File: config.mk
export PLATFORM = sky130hd
export DESIGN_NAME = rocc_cmd_arbiter_flat
export DESIGN_NICKNAME = d
export VERILOG_FILES = /design/src/rtl/rocc_cmd_arbiter_if.sv /design/src/rtl/rocc_cmd_arbiter.sv /design/src/flat_wrapper.sv
export SDC_FILE = /design/constraint.sdc
export NUM_CORES = 1
export LEC_CHECK = 0
export BUFFER_PORTS_ARGS = -buffer_cell sky130_fd_sc_hd__buf_4
export CORE_AREA = 2 2 227 229
export CTS_CLUSTER_SIZE = 30
export DETAILED_ROUTE_END_ITERATION = 10
export DIE_AREA = 0 0 229 231
export GPL_ROUTABILITY_DRIVEN = 0
export HOLD_SLACK_MARGIN = 0.03
export MAX_ROUTING_LAYER = met4
export SLEW_MARGIN = 10
export SYNTH_ARGS = -nofsm -noshare
export SYNTH_HDL_FRONTEND = slang
export SYNTH_SLANG_ARGS = --single-unit
File: constraint.sdc
create_clock -name clock -period 4.2 [get_ports clock]
set_clock_uncertainty 0.05 [all_clocks]
set_input_delay 0.84 -clock clock [delete_from_list [all_inputs] [get_ports clock]]
set_output_delay 0.84 -clock clock [all_outputs]
set_load 0.005 [all_outputs]
File: src/rtl/rocc_cmd_arbiter_if.sv
// Core-side and accelerator-side RoCC command/response bundle for rocc_cmd_arbiter.
// The slave modport is the arbiter's view; master is the surrounding fabric.
interface rocc_cmd_arbiter_if #(
    parameter int N_REQ = 2,
    parameter int XLEN  = 64
);
    logic [N_REQ-1:0]           req_cmd_valid;
    logic [N_REQ-1:0]           req_cmd_ready;
    logic [N_REQ-1:0][6:0]      req_cmd_funct;
    logic [N_REQ-1:0][4:0]      req_cmd_rd;
    logic [N_REQ-1:0]           req_cmd_xd;
    logic [N_REQ-1:0][XLEN-1:0] req_cmd_rs1;
    logic [N_REQ-1:0][XLEN-1:0] req_cmd_rs2;
    logic [N_REQ-1:0]           req_resp_valid;
    logic [N_REQ-1:0]           req_resp_ready;
    logic [4:0]                 req_resp_rd;
    logic [XLEN-1:0]            req_resp_data;
    logic [N_REQ-1:0]           req_busy;

    logic                       acc_cmd_valid;
    logic                       acc_cmd_ready;
    logic [6:0]                 acc_cmd_funct;
    logic [4:0]                 acc_cmd_rd;
    logic                       acc_cmd_xd;
    logic [XLEN-1:0]            acc_cmd_rs1;
    logic [XLEN-1:0]            acc_cmd_rs2;
    logic                       acc_resp_valid;
    logic                       acc_resp_ready;
    logic [4:0]                 acc_resp_rd;
    logic [XLEN-1:0]            acc_resp_data;
    logic                       acc_busy;
    logic                       resp_orphan;

    modport slave (
        input  req_cmd_valid, req_cmd_funct, req_cmd_rd, req_cmd_xd, req_cmd_rs1, req_cmd_rs2,
        input  req_resp_ready,
        output req_cmd_ready, req_resp_valid, req_resp_rd, req_resp_data, req_busy,
        output acc_cmd_valid, acc_cmd_funct, acc_cmd_rd, acc_cmd_xd, acc_cmd_rs1, acc_cmd_rs2,
        input  acc_cmd_ready,
        input  acc_resp_valid, acc_resp_rd, acc_resp_data, acc_busy,
        output acc_resp_ready, resp_orphan
    );

    modport master (
        output req_cmd_valid, req_cmd_funct, req_cmd_rd, req_cmd_xd, req_cmd_rs1, req_cmd_rs2,
        output req_resp_ready,
        input  req_cmd_ready, req_resp_valid, req_resp_rd, req_resp_data, req_busy,
        input  acc_cmd_valid, acc_cmd_funct, acc_cmd_rd, acc_cmd_xd, acc_cmd_rs1, acc_cmd_rs2,
        output acc_cmd_ready,
        output acc_resp_valid, acc_resp_rd, acc_resp_data, acc_busy,
        input  acc_resp_ready, resp_orphan
    );
endinterface

File: src/rtl/rocc_cmd_arbiter.sv
// Round-robin sharing of one RoCC accelerator between N_REQ sources; an in-order
// ID FIFO remembers who issued each xd=1 command so responses route back.

// Per-requester outstanding-response counter and busy indication.
module rocc_cmd_arbiter_lane #(
    parameter int CNT_W = 3
) (
    input  logic clock,
    input  logic reset,
    input  logic inc,
    input  logic dec,
    input  logic cmd_wait,
    input  logic acc_busy,
    output logic busy
);
    logic [CNT_W-1:0] out_cnt;

    always_ff @(posedge clock) begin
        if (reset)            out_cnt <= '0;
        else if (inc && !dec) out_cnt <= out_cnt + 1'b1;
        else if (dec && !inc) out_cnt <= out_cnt - 1'b1;
    end

    assign busy = (out_cnt != '0) | acc_busy | cmd_wait;
endmodule

module rocc_cmd_arbiter #(
    parameter int N_REQ = 2,
    parameter int XLEN  = 64,
    parameter int DEPTH = 4
) (
    input logic            clock,
    input logic            reset,
    rocc_cmd_arbiter_if.slave bus
);
    localparam int ID_W  = (N_REQ > 1) ? $clog2(N_REQ) : 1;
    localparam int PTR_W = (DEPTH > 1) ? $clog2(DEPTH) : 1;
    localparam int CNT_W = $clog2(DEPTH + 1);
    localparam logic [PTR_W-1:0] LAST_PTR = PTR_W'(DEPTH - 1);
    localparam logic [CNT_W-1:0] DEPTH_C  = CNT_W'(DEPTH);

    logic [ID_W-1:0]            rr_ptr, grant, head;
    logic [DEPTH-1:0][ID_W-1:0] id_fifo;
    logic [PTR_W-1:0]           wr_ptr, rd_ptr;
    logic [CNT_W-1:0]           count;
    logic [N_REQ-1:0]           eligible, inc, dec, cmd_wait, busy;
    logic                       full, any_elig, cmd_fire, push, pop, has_id, orphan;

    // (base + k) mod N_REQ without a divider; base and k are both < N_REQ.
    function automatic logic [ID_W-1:0] wrap_idx(input logic [ID_W-1:0] base, input int k);
        logic [ID_W:0] s;
        s = {1'b0, base} + (ID_W+1)'(k);
        if (s >= (ID_W+1)'(N_REQ)) s = s - (ID_W+1)'(N_REQ);
        return s[ID_W-1:0];
    endfunction

    function automatic logic [PTR_W-1:0] next_ptr(input logic [PTR_W-1:0] p);
        return (p == LAST_PTR) ? '0 : p + 1'b1;
    endfunction

    // Full is judged on the registered count only; a same-cycle pop does not free a slot.
    assign full = (count == DEPTH_C);
    assign eligible = bus.req_cmd_valid & ~(bus.req_cmd_xd & {N_REQ{full}});
    assign any_elig = |eligible;

    always_comb begin
        grant = '0;
        for (int k = N_REQ - 1; k >= 0; k--)
            if (eligible[wrap_idx(rr_ptr, k)]) grant = wrap_idx(rr_ptr, k);
    end

    always_comb begin
        bus.acc_cmd_valid = any_elig;
        bus.acc_cmd_funct = '0;
        bus.acc_cmd_rd    = '0;
        bus.acc_cmd_xd    = 1'b0;
        bus.acc_cmd_rs1   = '0;
        bus.acc_cmd_rs2   = '0;
        if (any_elig) begin
            bus.acc_cmd_funct = bus.req_cmd_funct[grant];
            bus.acc_cmd_rd    = bus.req_cmd_rd[grant];
            bus.acc_cmd_xd    = bus.req_cmd_xd[grant];
            bus.acc_cmd_rs1   = bus.req_cmd_rs1[grant];
            bus.acc_cmd_rs2   = bus.req_cmd_rs2[grant];
        end
    end

    assign cmd_fire = any_elig & bus.acc_cmd_ready;
    assign push     = cmd_fire & bus.acc_cmd_xd;

    assign has_id = (count != '0);
    assign head   = id_fifo[rd_ptr];
    // With no ID to route to, the response is swallowed and flagged as orphan.
    assign bus.acc_resp_ready = has_id ? bus.req_resp_ready[head] : 1'b1;
    assign pop                = has_id & bus.acc_resp_valid & bus.acc_resp_ready;
    assign bus.req_resp_rd    = bus.acc_resp_rd;
    assign bus.req_resp_data  = bus.acc_resp_data;
    assign bus.resp_orphan    = orphan;
    assign bus.req_busy       = busy;

    for (genvar i = 0; i < N_REQ; i++) begin : g_lane
        assign bus.req_cmd_ready[i]  = (grant == ID_W'(i)) & cmd_fire;
        assign bus.req_resp_valid[i] = has_id & (head == ID_W'(i)) & bus.acc_resp_valid;
        assign inc[i]      = push & (grant == ID_W'(i));
        assign dec[i]      = pop & (head == ID_W'(i));
        assign cmd_wait[i] = bus.req_cmd_valid[i] & ~bus.req_cmd_ready[i];

        rocc_cmd_arbiter_lane #(.CNT_W(CNT_W)) u_lane (
            .clock    (clock),
            .reset    (reset),
            .inc      (inc[i]),
            .dec      (dec[i]),
            .cmd_wait (cmd_wait[i]),
            .acc_busy (bus.acc_busy),
            .busy     (busy[i])
        );
    end

    always_ff @(posedge clock) begin
        if (reset) begin
            rr_ptr <= '0;
            wr_ptr <= '0;
            rd_ptr <= '0;
            count  <= '0;
            orphan <= 1'b0;
        end else begin
            if (cmd_fire) rr_ptr <= wrap_idx(grant, 1);
            if (push) begin
                id_fifo[wr_ptr] <= grant;
                wr_ptr          <= next_ptr(wr_ptr);
            end
            if (pop) rd_ptr <= next_ptr(rd_ptr);
            case ({push, pop})
                2'b10:   count <= count + 1'b1;
                2'b01:   count <= count - 1'b1;
                default: count <= count;
            endcase
            if (!has_id && bus.acc_resp_valid) orphan <= 1'b1;
        end
    end
endmodule

File: src/flat_wrapper.sv
// flat-port wrapper written by rule: the top's interface ports become plain ports
module rocc_cmd_arbiter_flat 
#(
    parameter int N_REQ = 2,
    parameter int XLEN  = 64,
    parameter int DEPTH = 4
)
  (clock, reset, bus_req_cmd_valid, bus_req_cmd_funct, bus_req_cmd_rd, bus_req_cmd_xd, bus_req_cmd_rs1, bus_req_cmd_rs2, bus_req_resp_ready, bus_req_cmd_ready, bus_req_resp_valid, bus_req_resp_rd, bus_req_resp_data, bus_req_busy, bus_acc_cmd_valid, bus_acc_cmd_funct, bus_acc_cmd_rd, bus_acc_cmd_xd, bus_acc_cmd_rs1, bus_acc_cmd_rs2, bus_acc_cmd_ready, bus_acc_resp_valid, bus_acc_resp_rd, bus_acc_resp_data, bus_acc_busy, bus_acc_resp_ready, bus_resp_orphan);
  rocc_cmd_arbiter_if #(.N_REQ(N_REQ), .XLEN(XLEN)) bus_i ();
  input logic clock;
  input logic reset;
  input wire logic [$bits(bus_i.req_cmd_valid)-1:0] bus_req_cmd_valid;
  input wire logic [$bits(bus_i.req_cmd_funct)-1:0] bus_req_cmd_funct;
  input wire logic [$bits(bus_i.req_cmd_rd)-1:0] bus_req_cmd_rd;
  input wire logic [$bits(bus_i.req_cmd_xd)-1:0] bus_req_cmd_xd;
  input wire logic [$bits(bus_i.req_cmd_rs1)-1:0] bus_req_cmd_rs1;
  input wire logic [$bits(bus_i.req_cmd_rs2)-1:0] bus_req_cmd_rs2;
  input wire logic [$bits(bus_i.req_resp_ready)-1:0] bus_req_resp_ready;
  output wire logic [$bits(bus_i.req_cmd_ready)-1:0] bus_req_cmd_ready;
  output wire logic [$bits(bus_i.req_resp_valid)-1:0] bus_req_resp_valid;
  output wire logic [$bits(bus_i.req_resp_rd)-1:0] bus_req_resp_rd;
  output wire logic [$bits(bus_i.req_resp_data)-1:0] bus_req_resp_data;
  output wire logic [$bits(bus_i.req_busy)-1:0] bus_req_busy;
  output wire logic [$bits(bus_i.acc_cmd_valid)-1:0] bus_acc_cmd_valid;
  output wire logic [$bits(bus_i.acc_cmd_funct)-1:0] bus_acc_cmd_funct;
  output wire logic [$bits(bus_i.acc_cmd_rd)-1:0] bus_acc_cmd_rd;
  output wire logic [$bits(bus_i.acc_cmd_xd)-1:0] bus_acc_cmd_xd;
  output wire logic [$bits(bus_i.acc_cmd_rs1)-1:0] bus_acc_cmd_rs1;
  output wire logic [$bits(bus_i.acc_cmd_rs2)-1:0] bus_acc_cmd_rs2;
  input wire logic [$bits(bus_i.acc_cmd_ready)-1:0] bus_acc_cmd_ready;
  input wire logic [$bits(bus_i.acc_resp_valid)-1:0] bus_acc_resp_valid;
  input wire logic [$bits(bus_i.acc_resp_rd)-1:0] bus_acc_resp_rd;
  input wire logic [$bits(bus_i.acc_resp_data)-1:0] bus_acc_resp_data;
  input wire logic [$bits(bus_i.acc_busy)-1:0] bus_acc_busy;
  output wire logic [$bits(bus_i.acc_resp_ready)-1:0] bus_acc_resp_ready;
  output wire logic [$bits(bus_i.resp_orphan)-1:0] bus_resp_orphan;
  assign bus_i.req_cmd_valid = bus_req_cmd_valid;
  assign bus_i.req_cmd_funct = bus_req_cmd_funct;
  assign bus_i.req_cmd_rd = bus_req_cmd_rd;
  assign bus_i.req_cmd_xd = bus_req_cmd_xd;
  assign bus_i.req_cmd_rs1 = bus_req_cmd_rs1;
  assign bus_i.req_cmd_rs2 = bus_req_cmd_rs2;
  assign bus_i.req_resp_ready = bus_req_resp_ready;
  assign bus_req_cmd_ready = bus_i.req_cmd_ready;
  assign bus_req_resp_valid = bus_i.req_resp_valid;
  assign bus_req_resp_rd = bus_i.req_resp_rd;
  assign bus_req_resp_data = bus_i.req_resp_data;
  assign bus_req_busy = bus_i.req_busy;
  assign bus_acc_cmd_valid = bus_i.acc_cmd_valid;
  assign bus_acc_cmd_funct = bus_i.acc_cmd_funct;
  assign bus_acc_cmd_rd = bus_i.acc_cmd_rd;
  assign bus_acc_cmd_xd = bus_i.acc_cmd_xd;
  assign bus_acc_cmd_rs1 = bus_i.acc_cmd_rs1;
  assign bus_acc_cmd_rs2 = bus_i.acc_cmd_rs2;
  assign bus_i.acc_cmd_ready = bus_acc_cmd_ready;
  assign bus_i.acc_resp_valid = bus_acc_resp_valid;
  assign bus_i.acc_resp_rd = bus_acc_resp_rd;
  assign bus_i.acc_resp_data = bus_acc_resp_data;
  assign bus_i.acc_busy = bus_acc_busy;
  assign bus_acc_resp_ready = bus_i.acc_resp_ready;
  assign bus_resp_orphan = bus_i.resp_orphan;
  rocc_cmd_arbiter #(.N_REQ(N_REQ), .XLEN(XLEN), .DEPTH(DEPTH)) u_core (.clock(clock), .reset(reset), .bus(bus_i));
endmodule
* Word level (Yosys, flattened, before mapping)
Index checks and enable logic that the tools add are counted.
Cells by class: $add $sub $neg 13, order comparisons 10, equality and inequality tests 5, muxes and demuxes 39, bitwise operators 28, reductions and logical operators 19
Operators by type and width (number):
- two-way mux 64 bit | 6
- two-way mux 7 bit | 3
- two-way mux 1 bit | 17
- bitwise AND 1 bit | 16
- two-way mux 5 bit | 3
- two-way mux 3 bit | 4
- adder 3 x 1 -> 3 bit, second input constant | 3
- nonzero test 3 bit | 3
- subtractor 3 x 1 -> 3 bit, second input constant | 3
- < comparator 1 x 2 -> 1 bit, second input constant | 4
- equality test 2 bit, second input constant | 3
- logical AND 1 bit | 6
- < comparator 2 x 3 -> 1 bit, second input constant | 2
- one-hot mux 3 bit (2 select lines) | 1
- nonzero test 2 bit | 3
- logical NOT 1 bit | 5
- inverter 1 bit | 5
- adder 1 x 1 -> 2 bit, second input constant | 2
- adder 2 x 1 -> 2 bit, second input constant | 2
- bitwise AND 2 bit | 2
- bitwise mux 4 bit | 1
- greater-or-equal comparator 2 bit, second input constant | 2
- two-way mux 2 bit | 2
- OR 1 bit | 4
- 10 further kinds | 12
Word-level totals: bits in registers 19, output and inout bits 219

* Longest topological paths before layout
Gate-level depths: netlist of the first run.
word-level depth 17, gate-level depth with buffers 12, gate-level depth less buffers 10

* By module
A second synthesis of the first run with hierarchy kept.
Second synthesis, totals: cells, all modules 369, area, all modules 3115.5 um^2
Modules (own cells, without submodules):
- rocc_cmd_arbiter | times used 1, cells an instance 333, area each 2787.7 um^2
- rocc_cmd_arbiter_lane | times used 2, cells an instance 18, area each 163.9 um^2

* Least setup slack after synthesis of the first run
No wires, ideal clock.
path kind input to register, from in bus_req_cmd_xd[0], to reg u_core.g_lane[1].u_lane.out_cnt[2], library setup time 0.070 ns, arrival time 3.043 ns, setup slack 1.036 ns, cell stages on the path 11, buffers on the path 2, cells stage by stage nor4bb_2 -> o311a_1 -> buf_2 -> buf_2 -> and3_1 -> ha_1 -> inv_1 -> fa_1 -> xor2_1 -> or3_1 -> a21oi_1
Between the ends: longest elaborated chain between the ends 15
RTL lines:
- from (decl) | line flat_wrapper.sv:15 | input wire logic [$bits(bus_i.req_cmd_xd)-1:0] bus_req_cmd_xd;
- bitwise AND 2 bit (*) | line rocc_cmd_arbiter.sv:63 | assign eligible = bus.req_cmd_valid & ~(bus.req_cmd_xd & {N_REQ{full}});
- inverter 2 bit (*) | line rocc_cmd_arbiter.sv:63
- bitwise AND 2 bit (*) | line rocc_cmd_arbiter.sv:63
- two-way mux 1 bit (implied by the code) (2 in series) | line rocc_cmd_arbiter.sv:69 | if (eligible[wrap_idx(rr_ptr, k)]) grant = wrap_idx(rr_ptr, k);
- two-way mux 1 bit | line rocc_cmd_arbiter.sv:69
- two-way mux 1 bit (*) | line rocc_cmd_arbiter.sv:69
- named net u_core.grant | line rocc_cmd_arbiter.sv:42 | logic [ID_W-1:0] rr_ptr, grant, head;
- two-way mux 1 bit (implied by the code) (2 in series) | line rocc_cmd_arbiter.sv:82 | bus.acc_cmd_xd = bus.req_cmd_xd[grant];
- two-way mux 1 bit | line rocc_cmd_arbiter.sv:79 | if (any_elig) begin
- bitwise AND 1 bit | line rocc_cmd_arbiter.sv:89 | assign push = cmd_fire & bus.acc_cmd_xd;
- bitwise AND 1 bit (*) | line rocc_cmd_arbiter.sv:104 | assign inc[i] = push & (grant == ID_W'(i));
- logical NOT 1 bit | line rocc_cmd_arbiter.sv:21 | else if (dec && !inc) out_cnt <= out_cnt - 1'b1;
- logical AND 1 bit | line rocc_cmd_arbiter.sv:21
- nonzero test 2 bit (no source line)
- to (signal assigned) | line rocc_cmd_arbiter.sv:20 | else if (inc && !dec) out_cnt <= out_cnt + 1'b1;
- to (signal assigned) | line rocc_cmd_arbiter.sv:21
- to (decl) | line rocc_cmd_arbiter.sv:16 | logic [CNT_W-1:0] out_cnt;
The timed path passes the listed nets; every way through them passes the cells marked *. The select of a mux whose other input is x is not followed. A chain may end at the register's enable or synchronous reset.

* Worst setup path after layout of the first run
from in bus_req_cmd_xd[0], to out bus_acc_cmd_rs2[56]
Between the ends: longest elaborated chain between the ends 10
RTL lines:
- bitwise AND 2 bit (*) | line rocc_cmd_arbiter.sv:63
- inverter 2 bit (*) | line rocc_cmd_arbiter.sv:63
- bitwise AND 2 bit (*) | line rocc_cmd_arbiter.sv:63
- two-way mux 1 bit (implied by the code) (2 in series) | line rocc_cmd_arbiter.sv:69
- two-way mux 1 bit (2 in series) | line rocc_cmd_arbiter.sv:69
- two-way mux 64 bit (implied by the code) (2 in series) | line rocc_cmd_arbiter.sv:84 | bus.acc_cmd_rs2 = bus.req_cmd_rs2[grant];
- two-way mux 64 bit (*) | line rocc_cmd_arbiter.sv:79
- to (decl) | line flat_wrapper.sv:29 | output wire logic [$bits(bus_i.acc_cmd_rs2)-1:0] bus_acc_cmd_rs2;
Every way passes the cells marked *; elsewhere a longest branch is shown, timed or not. The select of a mux whose other input is x is not followed.

==> flow_metrics.tcl, run 1 <==
set metrics [dict create \
    result_of_the_run "completed" \
    grt_first_pass_wirelength_um 31000 \
    crit_buf_inv 3 \
    clk_latency_ps 250 \
    cts_hold_buffers 0 \
    highest_count_cells_in_the_layout_ignoring_fill_and_taps "buf_4, a22o_1, dfxtp_1, nor2_1, inv_1" \
    number_of_antenna_violations_at_the_first_check_in_global_routing 9 \
    regToRegEndpoint "u_core.g_lane[1].u_lane.out_cnt[2]" \
    cts-resized-gates 0 \
    die_height_um 231 \
    initial_utilization_pct 6.16 \
    track_usage_pct 8.44 \
    critical_path.startpoint_type "input pin" \
    critical_path.cell_chain "buf_4 -> nor4bb_2 -> o311a_4 -> buf_12 -> a22o_1 -> buf_4" \
    critical-path-top-delay-family "compound AO/OA/AOI/OAI gates" \
    worst_path_largest_cell_delay_ps 540 \
    timing.setup.tns_ps 0 \
    tritoncts "yes" \
    core-area_um2 50700 \
    hold-path-cell-count 2 \
    achievable-frequency_ghz 0.259 \
    grt_max_degree 69 \
    finalHoldViolations 0 \
    leakage_nw 3.29 \
    max_slew.worst_pin.slew_ps 543 \
    drt-total-wl_um 23800 \
    synth_enable_flop_cells 4 \
    layout_worst_path_cycle_share_pct 91.9 \
    grt_pass1_vias 4445 \
    cpMostUsedCell "buf_4" \
    netlist_area_um2 3120 \
    vdd_ir_drop_max_mv 0.119 \
    buffer_ports.inserted 440 \
    synth_seq_area_share_pct 13.5 \
    layout-area-overhead-vs-synth_pct 118 \
    clk_pin_slew_worst_paths_ps 50 \
    grt-ovfl-total 0 \
    power_density_nw_per_um2 173 \
    detail_route.first_pass.iterations 4 \
    synth.ff_latch_count 19 \
    dieArea_um2 52900 \
    cts_post_setup_buffers_inserted 0 \
    worstSetupEndpointType "primary output" \
    maxCapViolations 0 \
    timing.final.ws_setup_ps 340 \
    r2r_setup_slk_ps 1050 \
    numClockSinks 19 \
    postSynth.topFlopCell "dfxtp_1" \
    worst_hold_path_endpoint "u_core.bus.resp_orphan" \
    arrival_ps 2970 \
    synth.net_count 740 \
    number_of_nets_with_antenna_violations_after_routing 0 \
    drc 0 \
    netlist_instances 369 \
    layout_min_cycle_time_ps 3860 \
    cp_num_cells 6 \
    post_drt_wl_per_cell_um 17.0 \
    synth-warning-count 0 \
    final_util_pct 13.4 \
    rsz_0062_raised_after_global_routing "false" \
    detailroute.via_count 4555 \
    vias_per_cell 3.24 \
    layout.nets 1089 \
    drt_iter0_markers 191 \
    clk_path_buf_depth 2 \
    slew_viol_final 0 \
    dp_wirelength_um 21100 \
    hold_path_class "flip-flop to flip-flop" \
    htreeDepth 1 \
    crit_slowest_cell "o311a_4" \
    tritoncts.num_buffers 3 \
    die_x_um 229 \
    core.rowCount 83 \
    nFillCells 5801 \
    setup_viol 0 \
    ys_async_sr_fraction_pct 0 \
    synthDistinctLibCells 39 \
    ioPinCount 579 \
    timing.rr.start "u_core.count[2]" \
    pre_cts_slack_ps 376 \
    layout_commonest_cell "buf_4" \
    critPathRequiredTime_ps 3310 \
    worstHoldStart "u_core.bus.resp_orphan" \
    layout-drive-gt1-share_pct 64.0 \
    worstRegToRegCells 9 \
    syn-mean-instance-area_um2 8.46 \
    clk_root_buffer_cell "clkbuf_16" \
    worst-path-max-fanout 66 \
    timing.max_slew.rel_slack_pct 63.7 \
    category_of_the_critical_setup_timing_path "input pin to primary output" \
]
==> synthesized netlist by cell type, drive strengths merged (5+ instances only) <==
library cell  count  area (µm²)
dfxtp            15         300
xor2              6        52.6
mux2i             6        60.1
ha                8         100
buf             103         712
nand2             6        22.5
o21ai             5        25.0
a21oi             8        40.0
inv              10        37.5
nor2             14        52.6
a22o            140        1230
nor3b             5        37.5
==> per-stage QoR <==
stage / power (mW) / cell area, µm² / hold slack (ps) / instances
after CTS: 1.19 / 6770 / 432 / 1397
after floorplan: 0.535 / 3120 / 408 / 369
after global placement: 0.982 / 6690 / 413 / 1393
after detailed placement: 0.988 / 6690 / 416 / 1393
final: 1.18 / 6790 / 425 / 1405
after global routing: 1.24 / 6790 / 458 / 1405
==> registers in the layout, summed over array words and instances (netlist names) <==
| signal | flops |
|---|---|
| u_core.rr_ptr | 1 |
| u_core.rd_ptr | 2 |
| u_core.g_lane.u_lane.out_cnt | 6 |
| u_core.count | 3 |
| u_core.id_fifo | 4 |
| u_core.bus.resp_orphan | 1 |
| u_core.wr_ptr | 2 |
==> worst min-delay path: stages (launching register included) <==
cell and delay [ps]:
dfxtp_1 320, a21oi_1 40, nor2_1 70
==> worst max path at each step <==
stage	from	end	slack (ps)
CTS	bus_req_cmd_xd[0]	bus_acc_cmd_rs2[58]	360
global route	bus_req_cmd_xd[0]	bus_acc_cmd_rs2[58]	250
floorplan	bus_req_cmd_xd[0]	u_core.g_lane[1].u_lane.out_cnt[2]	1040
finish	bus_req_cmd_xd[0]	bus_acc_cmd_rs2[56]	340
detailed placement	bus_req_cmd_xd[0]	bus_acc_cmd_rs2[58]	380
global placement	bus_req_cmd_xd[0]	bus_acc_cmd_rs2[62]	460
==> logic make-up after synthesis <==
kind of cell | count (synthesis) | synth area share [%]
flops | 19 | 13.5
buf+inv | 117 | 24.5
compound gates | 164 | 44.5
fa+ha+maj | 11 | 5.13
xor+xnor | 6 | 1.68
mux | 7 | 2.65
simple gates | 45 | 7.98
==> where the power goes <==
group	total [mW]	switching (mW)	internal, mW
Clock	0.195	0.0677	0.128
Combinational	0.765	0.306	0.459
Sequential	0.215	0.0160	0.199
==> final cells by class <==
class / instances / area [µm²] / share of cell area, %
Antenna cell: 8 / 20.0 / 0.295
Timing Repair Buffer: 451 / 3420 / 50.4
Inverter: 10 / 37.5 / 0.553
Multi-Input combinational cell: 233 / 1960 / 28.8
Clock inverter: 1 / 5.00 / 0.0737
Clock buffer: 3 / 75.1 / 1.11
Tap cell: 680 / 851 / 12.5
Sequential cell: 19 / 420 / 6.19
==> layer usage <==
layer  track usage, %  part of all wire (%)  vias up
met3             3.87                    12       32
met1             7.87                    34     2062
met4             3.88                   4.2        0
met5                -                     0        -
met2             14.8                    50      385
li1                 -                     -     2076
(Power assumes the default switching activity.)
==> inputs of run 2 (changes only) <==
--- a/config.mk
+++ b/config.mk
@@ -7,6 +7,7 @@
 export LEC_CHECK = 0
 export BUFFER_PORTS_ARGS = -buffer_cell sky130_fd_sc_hd__buf_4
 export CORE_AREA = 2 2 227 229
+export CTS_BUF_LIST = sky130_fd_sc_hd__clkbuf_4
 export CTS_CLUSTER_SIZE = 30
 export DETAILED_ROUTE_END_ITERATION = 10
 export DIE_AREA = 0 0 229 231
==> flow_metrics.tcl, run 2 (synthesis gave the netlist of run 1 again) <==
set metrics [dict create \
    vdd_ir_drop_max_mv 0.0851 \
    rsz_0062_raised_after_global_routing "false" \
    highest_count_cells_in_the_layout_ignoring_fill_and_taps "buf_4, a22o_1, dfxtp_1, nor2_1, inv_1" \
    number_of_antenna_violations_at_the_first_check_in_global_routing 10 \
    category_of_the_critical_setup_timing_path "input pin to primary output" \
    detailroute.via_count 4570 \
    cts_post_setup_buffers_inserted 0 \
    buffer_ports.inserted 440 \
    grt_first_pass_wirelength_um 30900 \
    clk_latency_ps 310 \
    worst_hold_path_endpoint "u_core.bus.resp_orphan" \
    dp_area_um2 6690 \
    pre_cts_slack_ps 376 \
    layout_commonest_cell "buf_4" \
    clk_root_buffer_cell "clkbuf_4" \
    worstHoldStart "u_core.bus.resp_orphan" \
    critPathRequiredTime_ps 3310 \
    worstSetupEndpointType "primary output" \
    power_density_nw_per_um2 159 \
    timing.max_slew.rel_slack_pct 64.5 \
    numClockSinks 19 \
    r2r_setup_slk_ps 1010 \
    achievable-frequency_ghz 0.261 \
    layout-area-overhead-vs-synth_pct 116 \
    clk_path_buf_depth 2 \
    timing.rr.start "u_core.count[2]" \
    tritoncts.num_buffers 3 \
    leakage_nw 3.26 \
    ioPinCount 579 \
    core-area_um2 50700 \
    dp_wirelength_um 21100 \
    largest_register_ff_count 6 \
    drc 0 \
    track_usage_pct 8.42 \
    reg_top3 "u_core.g_lane.u_lane.out_cnt: 6 flops, u_core.id_fifo: 4 flops, u_core.count: 3 flops" \
    tritoncts "yes" \
    clk_pin_slew_worst_paths_ps 100 \
    number_of_nets_with_antenna_violations_after_routing 0 \
    regToRegEndpoint "u_core.g_lane[1].u_lane.out_cnt[2]" \
    initial_utilization_pct 6.16 \
    grt-ovfl-total 0 \
    worstRegToRegCells 9 \
    detail_route.first_pass.iterations 4 \
    hold_path_class "flip-flop to flip-flop" \
    layout.nets 1089 \
    hold-path-cell-count 2 \
    finalHoldViolations 0 \
    max_slew.worst_pin.slew_ps 525 \
    critical_path.startpoint_type "input pin" \
    layout_worst_path_cycle_share_pct 91.3 \
    grt_pass1_vias 4450 \
    post-route-cell-area_um2 6740 \
    maxCapViolations 0 \
    setup_viol 0 \
    post_drt_wl_per_cell_um 17.0 \
    core.rowCount 83 \
    drt_iter0_markers 162 \
    die_height_um 231 \
    layout-drive-gt1-share_pct 64.0 \
    cts_hold_buffers 0 \
    crit_start "bus_req_cmd_xd[0]" \
    result_of_the_run "completed" \
    cts-resized-gates 0 \
    die_x_um 229 \
    drt-total-wl_um 23900 \
    timing.setup.tns_ps 0 \
    grt_max_degree 69 \
    dieArea_um2 52900 \
    largest_register "u_core.g_lane.u_lane.out_cnt" \
    timing.final.ws_setup_ps 365 \
    slew_viol_final 0 \
    vias_per_cell 3.25 \
    htreeDepth 1 \
    arrival_ps 2940 \
    worst-path-max-fanout 66 \
    layout_min_cycle_time_ps 3830 \
]
## run 2: metal layers
layer	global-route usage, %	up-vias	wire [µm]
met1	7.84	2081	8270
met5	-	-	0
li1	-	2073	-
met2	14.8	384	11800
met3	3.87	32	2860
met4	3.88	0	998
## run 2: how the worst max path moves through the flow
stage                                                     to
final                                    bus_acc_cmd_rs2[56]
after global routing                     bus_acc_cmd_rs2[58]
after CTS                                bus_acc_cmd_rs2[58]
after detailed placement                 bus_acc_cmd_rs2[58]
after global placement                   bus_acc_cmd_rs2[62]
after floorplan           u_core.g_lane[1].u_lane.out_cnt[2]
## run 2: layout make-up
class	instances	area [µm²]
timing repair buffer	451	3420
clock buffer	3	22.5
tap	680	851
fill	5810	43900
inverter	10	37.5
clock inverter	1	5.00
sequential	19	420
antenna	9	22.5
multi-input combinational	233	1960
## run 2: critical path, stage by stage
cell	delay [ps]
buf_4	100
nor4bb_2	520
o311a_4	540
buf_12	330
a22o_1	380
buf_4	180
## run 2: stage by stage
stage | hold WS [ps] | std cells | power, mW | utilization, %
after floorplan | 408 | 369 | 0.535 | -
after global placement | 413 | 1393 | 0.982 | 13.2
after detailed placement | 416 | 1393 | 0.988 | 13.2
after CTS | 444 | 1397 | 1.09 | 13.3
after global routing | 473 | 1406 | 1.14 | 13.3
final | 436 | 1406 | 1.07 | 13.3
## run 2: power by group
group	internal [mW]	total, mW	switching (mW)
Clock	0.0355	0.0942	0.0587
Combinational	0.459	0.765	0.307
Sequential	0.198	0.214	0.0161
